**src/rtl/lsu_controller_pkg.sv**
```systemverilog
// Shared size codes, FSM state encoding and byte-lane helpers for the load/store unit.
package lsu_controller_pkg;

    localparam logic [2:0] LDST_B  = 3'd0;
    localparam logic [2:0] LDST_H  = 3'd1;
    localparam logic [2:0] LDST_W  = 3'd2;
    localparam logic [2:0] LDST_BU = 3'd4;
    localparam logic [2:0] LDST_HU = 3'd5;

    typedef enum logic [2:0] {
        ST_IDLE = 3'd0,
        ST_REQ  = 3'd1,
        ST_RESP = 3'd2,
        ST_DONE = 3'd3,
        ST_ERR  = 3'd4
    } lsu_state_e;

    function automatic logic size_is_bad(input logic [2:0] size);
        size_is_bad = (size == 3'd3) || (size == 3'd6) || (size == 3'd7);
    endfunction

    // Low address bits the access actually uses: halfwords ignore bit 0, words ignore both.
    function automatic logic [1:0] eff_off(input logic [2:0] size, input logic [1:0] off);
        case (size)
            LDST_B, LDST_BU: eff_off = off;
            LDST_H, LDST_HU: eff_off = {off[1], 1'b0};
            default:         eff_off = 2'b00;
        endcase
    endfunction

    function automatic logic [3:0] be_for(input logic [2:0] size, input logic [1:0] off);
        case (size)
            LDST_B, LDST_BU: be_for = 4'b0001 << off;
            LDST_H, LDST_HU: be_for = 4'b0011 << off;
            default:         be_for = 4'b1111;
        endcase
    endfunction

    function automatic logic [31:0] wdata_for(input logic [2:0] size, input logic [31:0] wd);
        case (size)
            LDST_B, LDST_BU: wdata_for = {4{wd[7:0]}};
            LDST_H, LDST_HU: wdata_for = {2{wd[15:0]}};
            default:         wdata_for = wd;
        endcase
    endfunction

endpackage

```
**src/rtl/lsu_controller_if.sv**
```systemverilog
// Data memory bus between the LSU (master) and the memory (slave).
interface lsu_controller_if;
    // Handshake: data_req_o is held with stable we/be/addr/wdata until the cycle data_gnt_i=1;
    // exactly one data_rvalid_i follows in a later cycle for every granted request.
    logic        data_req_o;
    logic        data_we_o;
    logic [3:0]  data_be_o;
    logic [31:0] data_addr_o;
    logic [31:0] data_wdata_o;
    logic        data_gnt_i;
    logic        data_rvalid_i;
    logic [31:0] data_rdata_i;

    modport master (
        output data_req_o, data_we_o, data_be_o, data_addr_o, data_wdata_o,
        input  data_gnt_i, data_rvalid_i, data_rdata_i
    );

    modport slave (
        input  data_req_o, data_we_o, data_be_o, data_addr_o, data_wdata_o,
        output data_gnt_i, data_rvalid_i, data_rdata_i
    );
endinterface

```
**src/rtl/lsu_controller_load_ext.sv**
```systemverilog
// Combinational load alignment: picks the byte/halfword by offset and sign- or zero-extends it.
module lsu_load_ext
    import lsu_controller_pkg::*;
(
    input  logic [31:0] i_rdata,
    input  logic [2:0]  i_size,
    input  logic [1:0]  i_off,
    output logic [31:0] o_data
);

    logic [7:0]  w_byte;
    logic [15:0] w_half;

    always_comb begin
        w_byte = i_rdata[{i_off, 3'b000} +: 8];
        w_half = i_off[1] ? i_rdata[31:16] : i_rdata[15:0];
        case (i_size)
            LDST_B:  o_data = {{24{w_byte[7]}}, w_byte};
            LDST_BU: o_data = {24'h0, w_byte};
            LDST_H:  o_data = {{16{w_half[15]}}, w_half};
            LDST_HU: o_data = {16'h0, w_half};
            default: o_data = i_rdata;
        endcase
    end

endmodule

```
**src/rtl/lsu_controller.sv**
```systemverilog
// Load/store sequencer: runs one req/gnt/rvalid bus access per core request and stalls the core meanwhile.
// Optional build macro MISALIGN_TRAP_EN turns misaligned halfword/word accesses into an error pulse.
module lsu_controller
    import lsu_controller_pkg::*;
#(
    parameter int TIMEOUT_CYCLES = 16
) (
    input  logic          clk_i,
    input  logic          reset_i,
    input  logic          lsu_req_i,
    input  logic          lsu_we_i,
    input  logic [2:0]    lsu_size_i,
    input  logic [31:0]   lsu_addr_i,
    input  logic [31:0]   lsu_wdata_i,
    output logic [31:0]   lsu_rdata_o,
    output logic          lsu_stall_o,
    output logic          lsu_err_o,
    output logic [2:0]    lsu_state_o,
    lsu_controller_if.master bus
);

    localparam logic [7:0] TO_LAST = 8'(TIMEOUT_CYCLES - 1);

    lsu_state_e  r_state, w_state_nxt;
    logic [7:0]  r_cnt;
    logic        r_we;
    logic [2:0]  r_size;
    logic [31:0] r_addr;
    logic [31:0] r_wdata;
    logic [31:0] r_rdata;
    logic [1:0]  w_off;
    logic [31:0] w_ext;
    logic        w_misalign;
    logic        w_timeout;
    logic        w_in_req;

`ifdef MISALIGN_TRAP_EN
    assign w_misalign = (((lsu_size_i == LDST_H) || (lsu_size_i == LDST_HU)) && lsu_addr_i[0]) ||
                        ((lsu_size_i == LDST_W) && (lsu_addr_i[1:0] != 2'b00));
`else
    assign w_misalign = 1'b0;
`endif

    assign w_off     = eff_off(r_size, r_addr[1:0]);
    assign w_timeout = (r_cnt == TO_LAST);
    assign w_in_req  = (r_state == ST_REQ);

    lsu_load_ext u_load_ext (
        .i_rdata (bus.data_rdata_i),
        .i_size  (r_size),
        .i_off   (w_off),
        .o_data  (w_ext)
    );

    always_ff @(posedge clk_i or negedge reset_i) begin
        if (!reset_i) r_state <= ST_IDLE;
        else          r_state <= w_state_nxt;
    end

    always_comb begin
        w_state_nxt = r_state;
        lsu_stall_o = 1'b0;
        lsu_err_o   = 1'b0;
        case (r_state)
            ST_IDLE: begin
                lsu_stall_o = lsu_req_i & reset_i;
                if (lsu_req_i)
                    w_state_nxt = (size_is_bad(lsu_size_i) || w_misalign) ? ST_ERR : ST_REQ;
            end
            ST_REQ: begin
                lsu_stall_o = 1'b1;
                if (bus.data_gnt_i)  w_state_nxt = ST_RESP;
                else if (w_timeout)  w_state_nxt = ST_ERR;
            end
            ST_RESP: begin
                lsu_stall_o = 1'b1;
                if (bus.data_rvalid_i) w_state_nxt = ST_DONE;
                else if (w_timeout)    w_state_nxt = ST_ERR;
            end
            ST_DONE: w_state_nxt = ST_IDLE;
            ST_ERR: begin
                lsu_err_o   = 1'b1;
                w_state_nxt = ST_IDLE;
            end
            default: w_state_nxt = ST_IDLE;
        endcase
    end

    // Counter spans REQ and RESP together; it is zero whenever an access enters REQ.
    always_ff @(posedge clk_i or negedge reset_i) begin
        if (!reset_i)                                       r_cnt <= 8'd0;
        else if ((r_state == ST_REQ) || (r_state == ST_RESP)) r_cnt <= r_cnt + 8'd1;
        else                                                r_cnt <= 8'd0;
    end

    always_ff @(posedge clk_i or negedge reset_i) begin
        if (!reset_i) begin
            r_we    <= 1'b0;
            r_size  <= LDST_B;
            r_addr  <= 32'h0;
            r_wdata <= 32'h0;
        end else if ((r_state == ST_IDLE) && lsu_req_i) begin
            r_we    <= lsu_we_i;
            r_size  <= lsu_size_i;
            r_addr  <= lsu_addr_i;
            r_wdata <= lsu_wdata_i;
        end
    end

    always_ff @(posedge clk_i or negedge reset_i) begin
        if (!reset_i)                                   r_rdata <= 32'h0;
        else if ((r_state == ST_RESP) && bus.data_rvalid_i) r_rdata <= w_ext;
    end

    assign lsu_rdata_o      = r_rdata;
    assign lsu_state_o      = r_state;
    assign bus.data_req_o   = w_in_req;
    assign bus.data_we_o    = w_in_req & r_we;
    assign bus.data_be_o    = w_in_req ? be_for(r_size, w_off) : 4'h0;
    assign bus.data_addr_o  = w_in_req ? {r_addr[31:2], 2'b00} : 32'h0;
    assign bus.data_wdata_o = w_in_req ? wdata_for(r_size, r_wdata) : 32'h0;

endmodule

```
**src/flat_wrapper.sv**
```systemverilog
// flat-port wrapper written by rule: the top's interface ports become plain ports
module lsu_controller_flat import lsu_controller_pkg::*;
#(
    parameter int TIMEOUT_CYCLES = 16
)
  (clk_i, reset_i, lsu_req_i, lsu_we_i, lsu_size_i, lsu_addr_i, lsu_wdata_i, lsu_rdata_o, lsu_stall_o, lsu_err_o, lsu_state_o, bus_data_req_o, bus_data_we_o, bus_data_be_o, bus_data_addr_o, bus_data_wdata_o, bus_data_gnt_i, bus_data_rvalid_i, bus_data_rdata_i);
  lsu_controller_if bus_i ();
  input  logic clk_i;
  input  logic reset_i;
  input  logic lsu_req_i;
  input  logic lsu_we_i;
  input  logic [2:0] lsu_size_i;
  input  logic [31:0] lsu_addr_i;
  input  logic [31:0] lsu_wdata_i;
  output logic [31:0] lsu_rdata_o;
  output logic lsu_stall_o;
  output logic lsu_err_o;
  output logic [2:0] lsu_state_o;
  output wire logic [$bits(bus_i.data_req_o)-1:0] bus_data_req_o;
  output wire logic [$bits(bus_i.data_we_o)-1:0] bus_data_we_o;
  output wire logic [$bits(bus_i.data_be_o)-1:0] bus_data_be_o;
  output wire logic [$bits(bus_i.data_addr_o)-1:0] bus_data_addr_o;
  output wire logic [$bits(bus_i.data_wdata_o)-1:0] bus_data_wdata_o;
  input wire logic [$bits(bus_i.data_gnt_i)-1:0] bus_data_gnt_i;
  input wire logic [$bits(bus_i.data_rvalid_i)-1:0] bus_data_rvalid_i;
  input wire logic [$bits(bus_i.data_rdata_i)-1:0] bus_data_rdata_i;
  assign bus_data_req_o = bus_i.data_req_o;
  assign bus_data_we_o = bus_i.data_we_o;
  assign bus_data_be_o = bus_i.data_be_o;
  assign bus_data_addr_o = bus_i.data_addr_o;
  assign bus_data_wdata_o = bus_i.data_wdata_o;
  assign bus_i.data_gnt_i = bus_data_gnt_i;
  assign bus_i.data_rvalid_i = bus_data_rvalid_i;
  assign bus_i.data_rdata_i = bus_data_rdata_i;
  lsu_controller #(.TIMEOUT_CYCLES(TIMEOUT_CYCLES)) u_core (.clk_i(clk_i), .reset_i(reset_i), .lsu_req_i(lsu_req_i), .lsu_we_i(lsu_we_i), .lsu_size_i(lsu_size_i), .lsu_addr_i(lsu_addr_i), .lsu_wdata_i(lsu_wdata_i), .lsu_rdata_o(lsu_rdata_o), .lsu_stall_o(lsu_stall_o), .lsu_err_o(lsu_err_o), .lsu_state_o(lsu_state_o), .bus(bus_i));
endmodule
```
**config.mk**
```make
export PLATFORM = sky130hd
export DESIGN_NAME = lsu_controller_flat
export DESIGN_NICKNAME = d
export VERILOG_FILES = /design/src/rtl/lsu_controller_pkg.sv /design/src/rtl/lsu_controller_if.sv /design/src/rtl/lsu_controller_load_ext.sv /design/src/rtl/lsu_controller.sv /design/src/flat_wrapper.sv
export SDC_FILE = /design/constraint.sdc
export NUM_CORES = 1
export LEC_CHECK = 0
export BUFFER_PORTS_ARGS = -buffer_cell sky130_fd_sc_hd__buf_2
export CAP_MARGIN = 5
export CORE_ASPECT_RATIO = 1.2
export CORE_UTILIZATION = 34
export CTS_CLUSTER_SIZE = 28
export DETAILED_ROUTE_END_ITERATION = 10
export GPL_TIMING_DRIVEN = 0
export PLACE_DENSITY = 0.59
export SETUP_SLACK_MARGIN = 0.1
export SKIP_LAST_GASP = 1
export SLEW_MARGIN = 30
export SYNTH_ARGS = -nofsm -noshare
export SYNTH_HDL_FRONTEND = slang
export SYNTH_SLANG_ARGS = --single-unit
```
**constraint.sdc**
```tcl
create_clock -name clk_i -period 4.5 [get_ports clk_i]
set_clock_uncertainty 0.15 [all_clocks]
set_input_delay 0.45 -clock clk_i [delete_from_list [all_inputs] [get_ports clk_i]]
set_output_delay 0.45 -clock clk_i [all_outputs]
set_load 0.02 [all_outputs]
```
# Word-level counts from Yosys, hierarchy flattened
# Cells that the tools add are included.
# Widths: inputs -> output; s select.
[totals]
latch_bits = 0
ramBits = 0
mem_count = 0
romBits = 0
reg_bits = 111
word_cells = 51
[classes]
n_div = 0
eq_ne = 11
n_reduce_logical = 10
bitwise_logic = 2
mul = 0
muxes = 17
n_addsub = 1
shift = 3
order_cmp = 0
[op_table]
columns = ["cell", "n"]
rows = [
  ["$pmux 32 s4", 1],
  ["$mux 32", 2],
  ["$pmux 32 s2", 1],
  ["$shiftx 32x6->8", 1],
  ["$mux 16", 1],
  ["$eq 3x3->1 const B", 5],
  ["$mux 3", 5],
  ["$pmux 3 s3", 1],
  ["$add 8x1->8 const B", 1],
  ["$eq 8x4->1 const B", 1],
  ["$mux 8", 1],
  ["$pmux 4 s2", 1],
  ["$eq 3x1->1 const B", 2],
  ["$eq 3x2->1 const B", 2],
  ["$logic_not 3->1", 2],
  ["$reduce_or 2->1", 3],
  ["$mux 4", 1],
  ["$pmux 2 s2", 1],
  ["$shl 1x2->4 const A", 1],
  ["$shl 2x2->4 const A", 1],
  ["$logic_or 1x1->1", 3],
  ["$and 1x1->1", 2],
  ["$logic_and 1x1->1", 2],
  ["$ne 2x2->1 const B", 1],
  ["other kinds (2)", 2],
]

# Longest topological paths before layout
[logic_depth]
ltp_word = 6
ltp_mapped = 6

# Cells and area by module
# A second synthesis with hierarchy kept.
[hier_totals]
cells_unflattened = 512
area_unflattened_um2 = 6067.1
[by_module_without_submodules]
columns = ["module", "area_per_inst_um2", "instances", "seq_area_each_um2", "cells_per_inst"]
rows = [
  ["lsu_controller", 5221.3, 1, 2777.7, 416],
  ["lsu_load_ext", 845.8, 1, 0.0, 96],
]

# Worst setup path before layout
# No wires, ideal clock.
[synth_path]
kind = "reg-to-output"
startpoint = "register u_core.r_state[0] (netlist: u_core.lsu_state_o[0])"
endpoint = "output port bus_data_be_o[2]"
setup_slack_ns = 2.197
n_path_buf = 1
t_required_ns = 3.900
stages_incl_launch_ff = 4
t_arrival_ns = 1.703
cell_sequence = "dfrtp_1 > or3b_1 > buf_2 > a211oi_1"
[synth_via]
elab_chain_cells = 2
[synth_rtl]
columns = ["element", "line_no", "rtl"]
rows = [
  ["start, declared", "lsu_controller.sv:24", "lsu_state_e r_state, w_state_nxt;"],
  ["start signal, assigned", "lsu_controller.sv:57", "else r_state <= w_state_nxt;"],
  ["$eq 3x1->1", "lsu_controller.sv:46", "assign w_in_req = (r_state == ST_REQ);"],
  ["$mux 4", "lsu_controller.sv:119", "assign bus.data_be_o = w_in_req ? be_for(r_size, w_off) : 4'h0;"],
  ["end, declared", "flat_wrapper.sv:21", "output wire logic [$bits(bus_i.data_be_o)-1:0] bus_data_be_o;"],
]
# Every way passes these cells.

# Final worst setup path
[layout_path]
startpoint = "register u_core.r_size[1]"
endpoint = "output port bus_data_be_o[2]"
[layout_via]
elab_chain_cells = 6
word_cells_on_any_way = 11
cone_classes = "eq/ne: 3; shift: 2; mux: 3; reduce/logical: 3"
[layout_rtl]
columns = ["element", "line_no", "rtl"]
rows = [
  ["start, declared", "lsu_controller.sv:27", "logic [2:0] r_size;"],
  ["start signal, assigned", "lsu_controller.sv:104", "r_size <= lsu_size_i;"],
  ["$eq 3x1->1 (tied with other cells)", "lsu_controller_pkg.sv:24, lsu_controller_pkg.sv:32", ""],
  ["$reduce_or 2->1", "lsu_controller_pkg.sv:24, lsu_controller_pkg.sv:32", ""],
  ["$pmux 2 s2", "lsu_controller_pkg.sv:24", "case (size)"],
  ["$shl 2x2->4 or $shl 1x2->4 (tied branches)", "lsu_controller_pkg.sv:34, lsu_controller_pkg.sv:33", ""],
  ["$pmux 4 s2 *", "lsu_controller_pkg.sv:32", "case (size)"],
  ["$mux 4 *", "lsu_controller.sv:119", ""],
]
# Mark *: on every way between the ends. The rest lies on a longest branch, timed or not.

==> results.toml <==
[status]
status = "finished, final reports clean"

[critical_path]
slowest_delay_ns = 0.49
crit_top_cell = "buf_2"
critPathLaunchType = "flip-flop"
cp-end-kind = "primary output"
cp_max_fo = 10
critPathBufInv = 4
path_class = "reg -> out"
critical_path.top_delay_family = "buffers and inverters"
worstPathRequired_ns = 3.90
critPathArrivalTime_ns = 2.30
crit_slowest_cell = "clkbuf_1"
crit_chain = "buf_2 > clkbuf_1 > inv_1 > a211oi_1 > buf_2"

[clock_network]
path_clk_slew_ns = 0.08
cts.sinks = 111
clock_path_buffers = 2
cts_tree = "built"
cts_htree_levels = 3
cts_buffers = 9
clk_latency_ns = 0.37
cts-resized-gates = 0
cts-root-buf = "clkbuf_16"

[global_route]
grt_use_total = 0.222
grt_pass1_wl_mm = 30.0
antenna_found_initial = 0
grt_max_degree = 69
grt_pass1_vias = 5536
grt_overflow = 0

[routing]
routedWlPerCell_um = 16.8
vias = 5707
initialDrtViolationCount = 373
drc = 0
wl_mm = 19.2
first_pass_iters = 5
antenna_left = 0
vias_per_cell = 4.98

[floorplan]
ios = 212
die-area_mm2 = 0.0177
initial_core_util = 0.347
core_mm2 = 0.0169
die_h_um = 146
rows = 52
die_w_um = 122

[power]
leakage_nw = 3.99
p_sw_mw = 2.46
switching_share = 0.465
comb_power_share = 0.504
cellPowerDensity_mw_per_mm2 = 703
fin_total_pwr_mw = 5.29
p_seq_frac = 0.335
p_int_mw = 2.83
clkPwrFrac = 0.161
ir_drop_mv = 0.235

[final_layout]
fin_cells = 1147
diodes = 0
drive_gt1_frac = 0.294
finish.utilization = 0.446
syn_to_final_growth_pct = 28.5
nets = 1032

[synthesis]
postSynthAreaPerCell_um2 = 8.33
yosys.area_share.simple = 0.273
yosysWarningCount = 0
synth_cells = 703
synth-xor-area-share = 0.00898
synthAdderAreaFrac = 0.00214
synth_compound_area_frac = 0.130
ys_seq_elements = 111
yosysUniqueCellTypes = 51
synth.cell_area_mm2 = 0.00585
synth.mux.area_fraction = 0.0573
ys_seq_area_frac = 0.475
synth_top_family_by_area = "simple AND/OR/NAND/NOR gates"

[sta]
setup_viol = 0
rsz0062_at_grt = "false"
layout_worst_path_cycle_share = 0.644
tns_ns = 0
relSlewSlack = 0.567
max_freq_mhz = 345
slew_viol_final = 0
final_hold_viol_count = 0
worst_slack_ns = 1.60
post-route-min-period_ns = 2.90
worst_pin_slew_ns = 0.649

[run]
cap_violations = 0

[placement]
io_buffers = 209
dpl.hpwl_mm = 14.1
post-place-ws_ns = 2.03
gp_congestion = 0.857
dp.cells = 1130

[min_path]
hold_class = "in -> reg"
==> power groups by stage <==
stage               combinational (mW)  clock (mW)  sequential (mW)
finish                            2.67       0.853             1.77
global route                      2.95       0.912             1.83
CTS                               2.69       0.874             1.77
detailed placement                2.68           0             1.78
global placement                  2.65           0             1.77
floorplan                         1.63           0             1.89
==> Yosys cell counts (all sizes together) <==
cell type  number  area (um^2)
nand3          23          115
and3            2         12.5
nand2b          6         37.5
nor3            3         20.0
and2           41          257
mux4            1         26.3
nand2         239          897
o21bai          1         7.51
clkbuf         13         48.8
a22o            6         52.6
o21ai          26          145
a21o            1         7.51
ha              1         12.5
mux2            7         78.8
inv             9         33.8
mux2i          23          230
xor2            4         35.0
dfrtp         111         2780
and4bb          1         12.5
or3b            1         8.76
a222oi          4         40.0
a221oi          7         61.3
o311ai          2         17.5
xnor2           2         17.5
conb            1         3.75
o22ai           5         31.3
a21oi          58          290
or2             2         12.5
nor2b           3         18.8
a211o           2         17.5
nor4            1         6.26
o22a            1         8.76
o211ai          1         7.51
o32ai           5         58.8
nor3b           1         7.51
o31a            1         8.76
nor2           44          173
a211oi          1         7.51
nand3b          3         22.5
buf            40          226
==> repair_timing <==
item	in CTS	in global routing
hold endpoints to repair	43	0
hold buffers	1	0
setup buffers	0	0
==> layer usage <==
metal / wire, um / global-route usage / vias to the layer above
met5: 0 / 0 / -
met4: 353 / 0.0815 / 0
met3: 1190 / 0.0376 / 18
met2: 9440 / 0.363 / 233
met1: 8240 / 0.292 / 2687
li1: - / - / 2769
==> layout make-up <==
| cell class | instances | area (um^2) |
|---|---|---|
| Inverter | 9 | 33.8 |
| Buffer | 53 | 275 |
| Tap cell | 216 | 270 |
| Timing Repair Buffer | 211 | 1090 |
| Clock buffer | 9 | 225 |
| Sequential cell | 111 | 2780 |
| Clock inverter | 7 | 77.6 |
| Multi-Input combinational cell | 531 | 2770 |
| Fill cell | 1754 | 9330 |
==> metrics by stage <==
step	cell area (um^2)	hold WS, ns
3_3_place_gp	7170	0.298
3_5_place_dp	7210	0.225
5_1_grt	7520	0.112
6_report	7520	0.117
2_1_floorplan	5860	0.00441
4_1_cts	7520	0.105
==> flip-flops by register name (all words and copies together), names as in the netlist <==
signal / count
u_core.r_size: 3
u_core.lsu_state_o: 3
u_core.lsu_rdata_o: 32
u_core.r_wdata: 32
u_core.r_we: 1
u_core.r_addr: 32
u_core.r_cnt: 8
==> worst reg2reg max path, delay by kind of cell, from the launching register on <==
family                 cells  cell delay [ns]
and+or+nand+nor            2             0.45
buffers and inverters      2             0.35
DFF                        1             0.39
muxes                      2             0.58
==> placed cells by master (no fill, tap or decap), types with 7 or more instances in the layout <==
master and n:
nand3_1 23, nor2_1 43, dfrtp_1 111, a221oi_1 7, buf_2 236, buf_4 7, nand2_1 239, mux2i_1 23
o21ai_1 7, clkbuf_1 13, a21oi_1 58, inv_1 7, o21ai_0 17, and2_1 41, clkbuf_16 9
==> final timing paths <==
kind | endpoint | slack, ns | cells past startpoint | from
hold reg to reg | u_core.r_cnt[0] | 0.30 | 1 | u_core.r_cnt[0]
min in group asynchronous | u_core.r_addr[17] | 0.42 | 2 | reset_i
max in group asynchronous | u_core.lsu_rdata_o[5] | 3.09 | 3 | reset_i
setup reg to reg | u_core.lsu_rdata_o[5] | 2.46 | 6 | u_core.r_size[0]
hold / removal | u_core.r_addr[28] | 0.12 | 3 | lsu_addr_i[28]
setup / recovery | bus_data_be_o[2] | 1.60 | 5 | u_core.r_size[1]
==> cell families after synthesis <==
group | Yosys count
multiplexers | 31
AO/OA/AOI/OAI | 121
buffers and inverters | 62
flip-flops | 111
AND/OR/NAND/NOR | 370
other | 1
XOR/XNOR | 6
adder cells (fa/ha/maj) | 1
Note: power is estimated with default switching activity, not from simulation.
